$ cat src/rtl/port_alloc_stage.sv
// rtl/port_alloc_stage.sv - BLESS-MC registered port allocation ahead of the 4x4 crossbar
// Priority-ordered greedy allocation of free output ports, plus saturating event counters.
module port_alloc_stage #(
  parameter int DATA_W  = 64,
  parameter int PPV_LSB = 0,
  parameter int RANK_W  = 2,
  parameter int CNT_W   = 16
) (
  input  logic              clk,
  input  logic              rst_n,
  input  logic [DATA_W-1:0] in_0,
  input  logic [DATA_W-1:0] in_1,
  input  logic [DATA_W-1:0] in_2,
  input  logic [DATA_W-1:0] in_3,
  input  logic [RANK_W-1:0] rank_in_0,
  input  logic [RANK_W-1:0] rank_in_1,
  input  logic [RANK_W-1:0] rank_in_2,
  input  logic [RANK_W-1:0] rank_in_3,
  output logic [DATA_W-1:0] out_0,
  output logic [DATA_W-1:0] out_1,
  output logic [DATA_W-1:0] out_2,
  output logic [DATA_W-1:0] out_3,
  output logic [RANK_W-1:0] rank_out_0,
  output logic [RANK_W-1:0] rank_out_1,
  output logic [RANK_W-1:0] rank_out_2,
  output logic [RANK_W-1:0] rank_out_3,
  input  logic              stat_clr,
  output logic [CNT_W-1:0]  defl_cnt,
  output logic [CNT_W-1:0]  mc_trunc_cnt
);

  logic [DATA_W-1:0] flit_in [4];
  logic [RANK_W-1:0] rank_in [4];
  logic [DATA_W-1:0] flit_d  [4];
  logic [DATA_W-1:0] flit_q  [4];
  logic [RANK_W-1:0] rank_q  [4];
  logic [3:0]        vld;
  logic [2:0]        defl_n;
  logic [2:0]        trunc_n;
  logic [CNT_W-1:0]  defl_q;
  logic [CNT_W-1:0]  trunc_q;

  assign flit_in[0] = in_0;
  assign flit_in[1] = in_1;
  assign flit_in[2] = in_2;
  assign flit_in[3] = in_3;
  assign rank_in[0] = rank_in_0;
  assign rank_in[1] = rank_in_1;
  assign rank_in[2] = rank_in_2;
  assign rank_in[3] = rank_in_3;

  always_comb begin
    for (int k = 0; k < 4; k++) begin
      vld[k] = flit_in[k][DATA_W-1];
    end
  end

  function automatic logic [2:0] popcnt4(input logic [3:0] v);
    logic [2:0] c;
    c = 3'd0;
    for (int i = 0; i < 4; i++) begin
      c = c + {2'b00, v[i]};
    end
    return c;
  endfunction

  function automatic logic [3:0] lowest_n(input logic [3:0] v, input logic [2:0] n);
    logic [3:0] r;
    logic [2:0] taken;
    r     = 4'b0000;
    taken = 3'd0;
    for (int i = 0; i < 4; i++) begin
      if (v[i] && (taken < n)) begin
        r[i]  = 1'b1;
        taken = taken + 3'd1;
      end
    end
    return r;
  endfunction

  function automatic logic [CNT_W-1:0] sat_add(input logic [CNT_W-1:0] c, input logic [2:0] n);
    logic [CNT_W:0] s;
    s = {1'b0, c} + {{(CNT_W-2){1'b0}}, n};
    return s[CNT_W] ? {CNT_W{1'b1}} : s[CNT_W-1:0];
  endfunction

  // Budget reserves one port for every valid flit further down the priority order,
  // which is what guarantees each valid flit at least one port.
  always_comb begin
    logic [3:0] free;
    logic [3:0] ppv;
    logic [3:0] req;
    logic [3:0] apv;
    logic [2:0] later;
    logic [2:0] budget;
    free    = 4'b1111;
    defl_n  = 3'd0;
    trunc_n = 3'd0;
    for (int k = 0; k < 4; k++) begin
      flit_d[k] = flit_in[k];
      ppv       = flit_in[k][PPV_LSB +: 4];
      req       = ppv & free;
      apv       = 4'b0000;
      later     = 3'd0;
      budget    = 3'd0;
      for (int j = 0; j < 4; j++) begin
        if (j > k) later = later + {2'b00, vld[j]};
      end
      if (vld[k]) begin
        budget = popcnt4(free) - later;
        if (req != 4'b0000) begin
          apv = lowest_n(req, budget);
          if ((popcnt4(req) > budget) && (popcnt4(ppv) > 3'd1)) trunc_n = trunc_n + 3'd1;
        end else begin
          apv    = lowest_n(free, 3'd1);
          defl_n = defl_n + 3'd1;
        end
        free = free & ~apv;
      end
      flit_d[k][PPV_LSB +: 4] = apv;
    end
  end

  always_ff @(posedge clk or negedge rst_n) begin
    if (!rst_n) begin
      for (int k = 0; k < 4; k++) begin
        flit_q[k] <= '0;
        rank_q[k] <= '0;
      end
      defl_q  <= '0;
      trunc_q <= '0;
    end else begin
      for (int k = 0; k < 4; k++) begin
        flit_q[k] <= flit_d[k];
        rank_q[k] <= rank_in[k];
      end
      if (stat_clr) begin
        defl_q  <= '0;
        trunc_q <= '0;
      end else begin
        defl_q  <= sat_add(defl_q, defl_n);
        trunc_q <= sat_add(trunc_q, trunc_n);
      end
    end
  end

  assign out_0        = flit_q[0];
  assign out_1        = flit_q[1];
  assign out_2        = flit_q[2];
  assign out_3        = flit_q[3];
  assign rank_out_0   = rank_q[0];
  assign rank_out_1   = rank_q[1];
  assign rank_out_2   = rank_q[2];
  assign rank_out_3   = rank_q[3];
  assign defl_cnt     = defl_q;
  assign mc_trunc_cnt = trunc_q;

endmodule
$ cat config.mk
export PLATFORM = sky130hd
export DESIGN_NAME = port_alloc_stage
export DESIGN_NICKNAME = d
export VERILOG_FILES = /design/src/rtl/port_alloc_stage.sv
export SDC_FILE = /design/constraint.sdc
export NUM_CORES = 1
export LEC_CHECK = 0
export ABC_AREA = 1
export CORE_AREA = 10 10 209 211
export CTS_CLUSTER_SIZE = 12
export DETAILED_ROUTE_END_ITERATION = 12
export DIE_AREA = 0 0 219 221
export MAX_ROUTING_LAYER = met4
export PLACE_DENSITY = 0.7
export SYNTH_ARGS = -nofsm -noshare
export SYNTH_HDL_FRONTEND = slang
export SYNTH_SLANG_ARGS = --single-unit
$ cat constraint.sdc
create_clock -name clk -period 7.5 [get_ports clk]
set_input_delay 1.5 -clock clk [delete_from_list [all_inputs] [get_ports clk]]
set_output_delay 1.5 -clock clk [all_outputs]
set_load 0.01 [all_outputs]
Yosys cells after proc, flatten, opt, wreduce, memory -nomap -nowiden
Index checks and enable logic that the tools add are counted.
Widths: inputs -> output; s select.

storage, ports and cells
  flip-flop bits (word level) = 296
  output and inout bits = 296
  logic and storage cells = 287

operators by class
  add/subtract/negate cells = 60
  $lt $le $gt $ge = 36
  mux-type cells = 140
  bitwise logic cells = 8
  reductions and logical operators = 33

operator list
  kind                 count
  $mux 3               81
  $add 3x1->3 const B  22
  $mux 16              4
  $mux 4               14
  $mux 1               41
  $lt 3x1->1 const B   12
  $lt 3x3->1           12
  $add 16x3->17        2
  $add 2x1->3          11
  $add 3x1->3          10
  $logic_and 1x1->1    29
  $add 1x1->2          12
  $and 4x4->4          5
  $reduce_bool 4->1    4
  $gt 3x1->1 const B   4
  $gt 3x3->1           4
  $lt 1x3->1 const A   4
  $not 4->4            3
  $sub 3x1->3          1
  $sub 3x2->3          1
  $sub 3x3->3 const A  1

Depth between registers and ports, before layout
  word-level depth = 102
  depth in mapped cells = 102
  mapped depth without buffers = 101

Worst setup path before layout
No wires, ideal clock.

  path type = in2reg
  start = in in_2[63]
  end = reg trunc_q[10], in the netlist mc_trunc_cnt[10]
  library setup time = 0.078 ns
  data arrival time = 15.122 ns
  data required time = 7.422 ns
  slack = -7.700 ns
  cell stages on the path = 96
  path buffers = 2
  cell sequence = buf_2 > inv_1 > ha_1 > inv_1 > ha_1 > inv_1 > ha_1 > nand2_1 > nand2_1 > inv_2 > ha_1 > ha_1 > inv_1 > nor2_1 > nand2_2 > nand2_1 > nor2_1 > ha_1 > [60 not listed] > nor2_1 > a211oi_1 > nor2_1 > nand3_2 > nand2_1 > nand2_1 > ha_1 > inv_1 > fa_1 > or2_2 > a21oi_1 > nand3_1 > nor2_1 > inv_1 > nor3_1 > nand3_1 > clkbuf_1 > a21oi_1

between the ends
  cells in the longest elaborated chain, start to end = 85
  elaborated cells on any way between the ends = 181
  those cells by class = add/sub: 38; order compare: 22; mux: 88; bitwise: 8; reduce/logical: 25

RTL lines
  what                  RTL line  text
  start, declared       13        input logic [DATA_W-1:0] in_2,
  $add 1x1->2           107       if (j > k) later = later + {2'b00, vld[j]};
  $add 2x1->3           107
  $sub 3x3->3           110       budget = popcnt4(free) - later;
  $lt 1x3->1            73        if (v[i] && (taken < n)) begin
  $logic_and 1x1->1     73
  $mux 1                73
  $mux 3                111       if (req != 4'b0000) begin
  $mux 3                109       if (vld[k]) begin
  [69 not listed]       n/a
  $gt 3x3->1            113       if ((popcnt4(req) > budget) && (popcnt4(ppv) > 3'd1)) trunc_n = trunc_n + 3'd1;
  $logic_and 1x1->1     113
  $mux 3                113
  $mux 3                111
  $mux 3 (*)            109
  $add 16x3->17 (*)     83        s = {1'b0, c} + {{(CNT_W-2){1'b0}}, n};
  $mux 16 (*)           84        return s[CNT_W] ? {CNT_W{1'b1}} : s[CNT_W-1:0];
  $mux 16 (*)           137       if (stat_clr) begin
  end signal, assigned  142       trunc_q <= sat_add(trunc_q, trunc_n);
  end, declared         41        logic [CNT_W-1:0] trunc_q;

Mark *: on every way between the ends. The rest lies on a longest branch, timed or not. The select of a mux whose other input is x is not followed.

Worst setup path in the final report
  start = in in_3[63]
  end = reg trunc_q[14], in the netlist mc_trunc_cnt[14]

between the ends
  cells in the longest elaborated chain, start to end = 84
  elaborated cells on any way between the ends = 180
  those cells by class = add/sub: 37; order compare: 22; mux: 88; bitwise: 8; reduce/logical: 25

RTL lines
  what               RTL line  text
  start, declared    14        input logic [DATA_W-1:0] in_3,
  $add 2x1->3        107
  $sub 3x3->3        110
  $lt 1x3->1         73
  $logic_and 1x1->1  73
  $mux 1             73
  $mux 3             111
  $mux 3             109
  $lt 3x3->1         73
  [68 not listed]    n/a
  $gt 3x3->1         113
  $logic_and 1x1->1  113
  $mux 3             113
  $mux 3             111
  $mux 3 (*)         109
  $add 16x3->17 (*)  83
  $mux 16 (*)        84
  $mux 16 (*)        137

Marks and branches as above.

==> impl_metrics.csv <==
group,metric,value,unit
sta,relSlewSlack,0.3296,
synth,synth_edf_count,0,
grt,antenna_found_initial,24,
placed_design,numPortBuffers,562,
placed_design,dp_cells,2088,
floorplanning,dieArea,48400,sq um
clocking,cts_max_level,2,
sta,finalClockSkew,0.009111,ns
setup_path,start_kind,"input port",
setup_path,crit_fanout,4,
setup_path,r2r_start,"mc_trunc_cnt[0]",
clocking,clock-sinks,296,
grt,grt_max_degree,130,
sta,fmax,0.07328,GHz
route,drc,0,
placed_design,globalplace.congestion,0.9286,
synth,post-synth-top-count-cell,"dfrtp_1",
clocking,path_clk_slew,0.06,ns
route,num_vias,9353,
sta,setup_tns,-191.67,ns
final_layout,final_cells,2222,
floorplanning,boundaryPins,563,
final_layout,drive_above_1_share,0.2633,
synth,synth_top_area_share,0.6692,
synth,synth_area,11070,sq um
floorplanning,start_util,0.2805,
floorplanning,die_w,219,microns
route,avgViaCountPerCell,4.209,
setup_path,cpPeakStageDelay,0.50,ns
setup_path,endpoint_kind,"register",
job,max_cap_violations,0,
synth,ys.warnings.count,0,
power_and_ir_drop,ir_drop,0.2553,mV
worst_hold_path,min_delay_path_depth,3,
clocking,clock-root-buffer,"clkbuf_16",
synth,synth_seq_cells,296,
route,wl_per_cell,23.78,microns
synth,synth.distinct_cells,53,
setup_path,cp_top_family,"adder cells",
sta,whs,0.5685,ns
power_and_ir_drop,fin_total_pwr,5.184,mW
synth,syn_inst,861,
clocking,clock_path_buffers,3,
route,wirelength,52.83,mm
clocking,hold_buffers,0,
final_layout,fillers,3347,
final_layout,nets,1998,
clocking,worst_skew_pair.late_latency,0.54,ns
route,dr.pass1.iters,4,
sta,tightest_slew,1.006,ns
synth,synth_area_leaders,"dfrtp_1 (67%), ha_1 (7.7%), inv_1 (4.2%)",
synth,ys_seq_area_frac,0.6692,
floorplanning,die_h,221,microns
synth,synth_area_per_cell,12.85,sq um
worst_hold_path,min_path_type,"reg2reg",
clocking,cts_buffers,35,
outcome,status,"complete, but fails checks",
grt,grt_pass1_vias,10030,
sta,hold_viol,0,
sta,fin_crit_sh,1.819,
synth,synthFlopType,"dfrtp_1",
synth,synth_nets,1211,
route,drtIter0Drc,586,
grt,overflow,0,
grt,grt_usage,0.2192,
final_layout,area_growth,87.05,%
placed_design,post-place-ws,-7.864,ns
setup_path,slowest_stage,"fa_1",
grt,grt_pass1_wl,74.07,mm
setup_path,r2r_slack,4.98,ns
setup_path,reg2reg_depth,12,
synth,yosys.area.top_type,"dfrtp_1",
sta,setup_viol,40,
setup_path,critPathKind,"in2reg",
floorplanning,num_rows,73,
setup_path,crit_buf_inv,18,
synth,netlist_top_cells_count,"dfrtp_1 (296), inv_1 (125), nand2_1 (90), ha_1 (68), nor2_1 (49)",
sta,min_period,13.65,ns
route,ant_nets,0,
setup_path,cpMostUsedCell,"ha_4",
placed_design,hpwl,42.70,mm
outcome,violations,"setup timing",
clocking,cts_tree,"yes",
sta,rsz0062_at_grt,"yes",
worst_hold_path,worstHoldStart,"defl_cnt[15]",
sta,setup_slack,-6.146,ns
power_and_ir_drop,power_density,250.4,nW/um^2
sta,timing.final.max_slew_violations,0,
setup_path,cp-startpoint,"in_3[63]",
setup_path,arrival,14.06,ns
power_and_ir_drop,p_leak,9.340,nW
synth,async_flop_share,1.000,
floorplanning,coreArea,39460,sq um
setup_path,crit_required,7.92,ns
setup_path,crit_cells,97,
[report_power, final]
part / switching [mW] / internal, mW / leakage [nW]
Combinational: 0.828 / 0.941 / 5.24
Clock: 0.685 / 1.01 / 0.551
Sequential: 0.0329 / 1.69 / 3.55
Total: 1.55 / 3.64 / 9.34
[area by class of cell]
class	count	area, sq um	area share
clock buffers	47	962.2	0.04648
well taps	525	656.9	0.03173
inverters	137	533.0	0.02575
diodes	26	65.06	0.003143
multi-input cells	422	3770	0.1821
flip-flops and latches	296	7407	0.3578
repair buffers	756	7143	0.3450
clock inverters	13	165.2	0.007978
[final timing paths]
kind,endpoint
min,defl_cnt[15]
min reg2reg,defl_cnt[15]
max in group asynchronous,out_0[61]
min in group asynchronous,out_2[2]
max reg2reg,mc_trunc_cnt[14]
max,mc_trunc_cnt[14]
[kinds of logic (layout without fill, tap and decap cells)]
family / Yosys count / after routing / synth area share
xor gates and xnor gates: 20 / 20 / 0.01718
and+or+nand+nor: 236 / 236 / 0.1119
other: 0 / 26 / 0
AOI/OAI and AO/OA: 82 / 82 / 0.04737
DFF: 296 / 296 / 0.6692
muxes: 1 / 1 / 0.001017
adders and majority gates: 83 / 83 / 0.1040
buffers and inverters: 143 / 953 / 0.04929
[metal layers]
metal | up-vias | part of all wire | wire length, microns | track usage
li1 | 4339 | - | - | -
met1 | 4608 | 0.37 | 19740 | 0.2334
met2 | 352 | 0.50 | 26430 | 0.3600
met3 | 54 | 0.11 | 5671 | 0.1095
met4 | 0 | 0.019 | 990 | 0.04655
met5 | - | 0 | 0 | -
[state kept, by name, summed over array words and instances, names as in the netlist]
register / count
defl_cnt: 16
mc_trunc_cnt: 16
out_0: 64
out_1: 64
out_2: 64
out_3: 64
rank_out_0: 2
rank_out_1: 2
rank_out_2: 2
rank_out_3: 2
[what timing repair did]
action                                 CTS  global route
endpoints found under the hold margin    0             0
resized for setup                       75            44
buffers inserted                        35            15
pin swaps                               79            11
setup endpoints to repair               40            40
[cell usage in the layout (no fill, tap or decap), drive strengths merged, types with 2 or more instances in the layout]
cell	count
ha	68
or2	4
nand2	116
dfrtp	296
a211oi	6
clkbuf	47
a311oi	2
clkinv	8
fa	15
o31ai	2
nor3	12
bufinv	3
inv	136
clkdlybuf4s50	558
clkinvlp	3
nor2	60
nand3	30
a31oi	5
nand4	10
a21oi	29
diode	26
xor2	13
o21ai	32
buf	197
xnor2	7
[through the flow]
stage          utilization  instance area, sq um
3_3_place_gp        0.4754                 18760
4_1_cts             0.5152                 20330
6_report            0.5247                 20700
5_1_grt             0.5244                 20690
3_5_place_dp        0.4754                 18760
2_1_floorplan            -                 11410
[worst min-delay path: stages, from the launching register on]
cell     delay, ns
dfrtp_1       0.34
inv_1         0.07
nand2_1       0.07
a21oi_1       0.06
(Power assumes the default switching activity.)
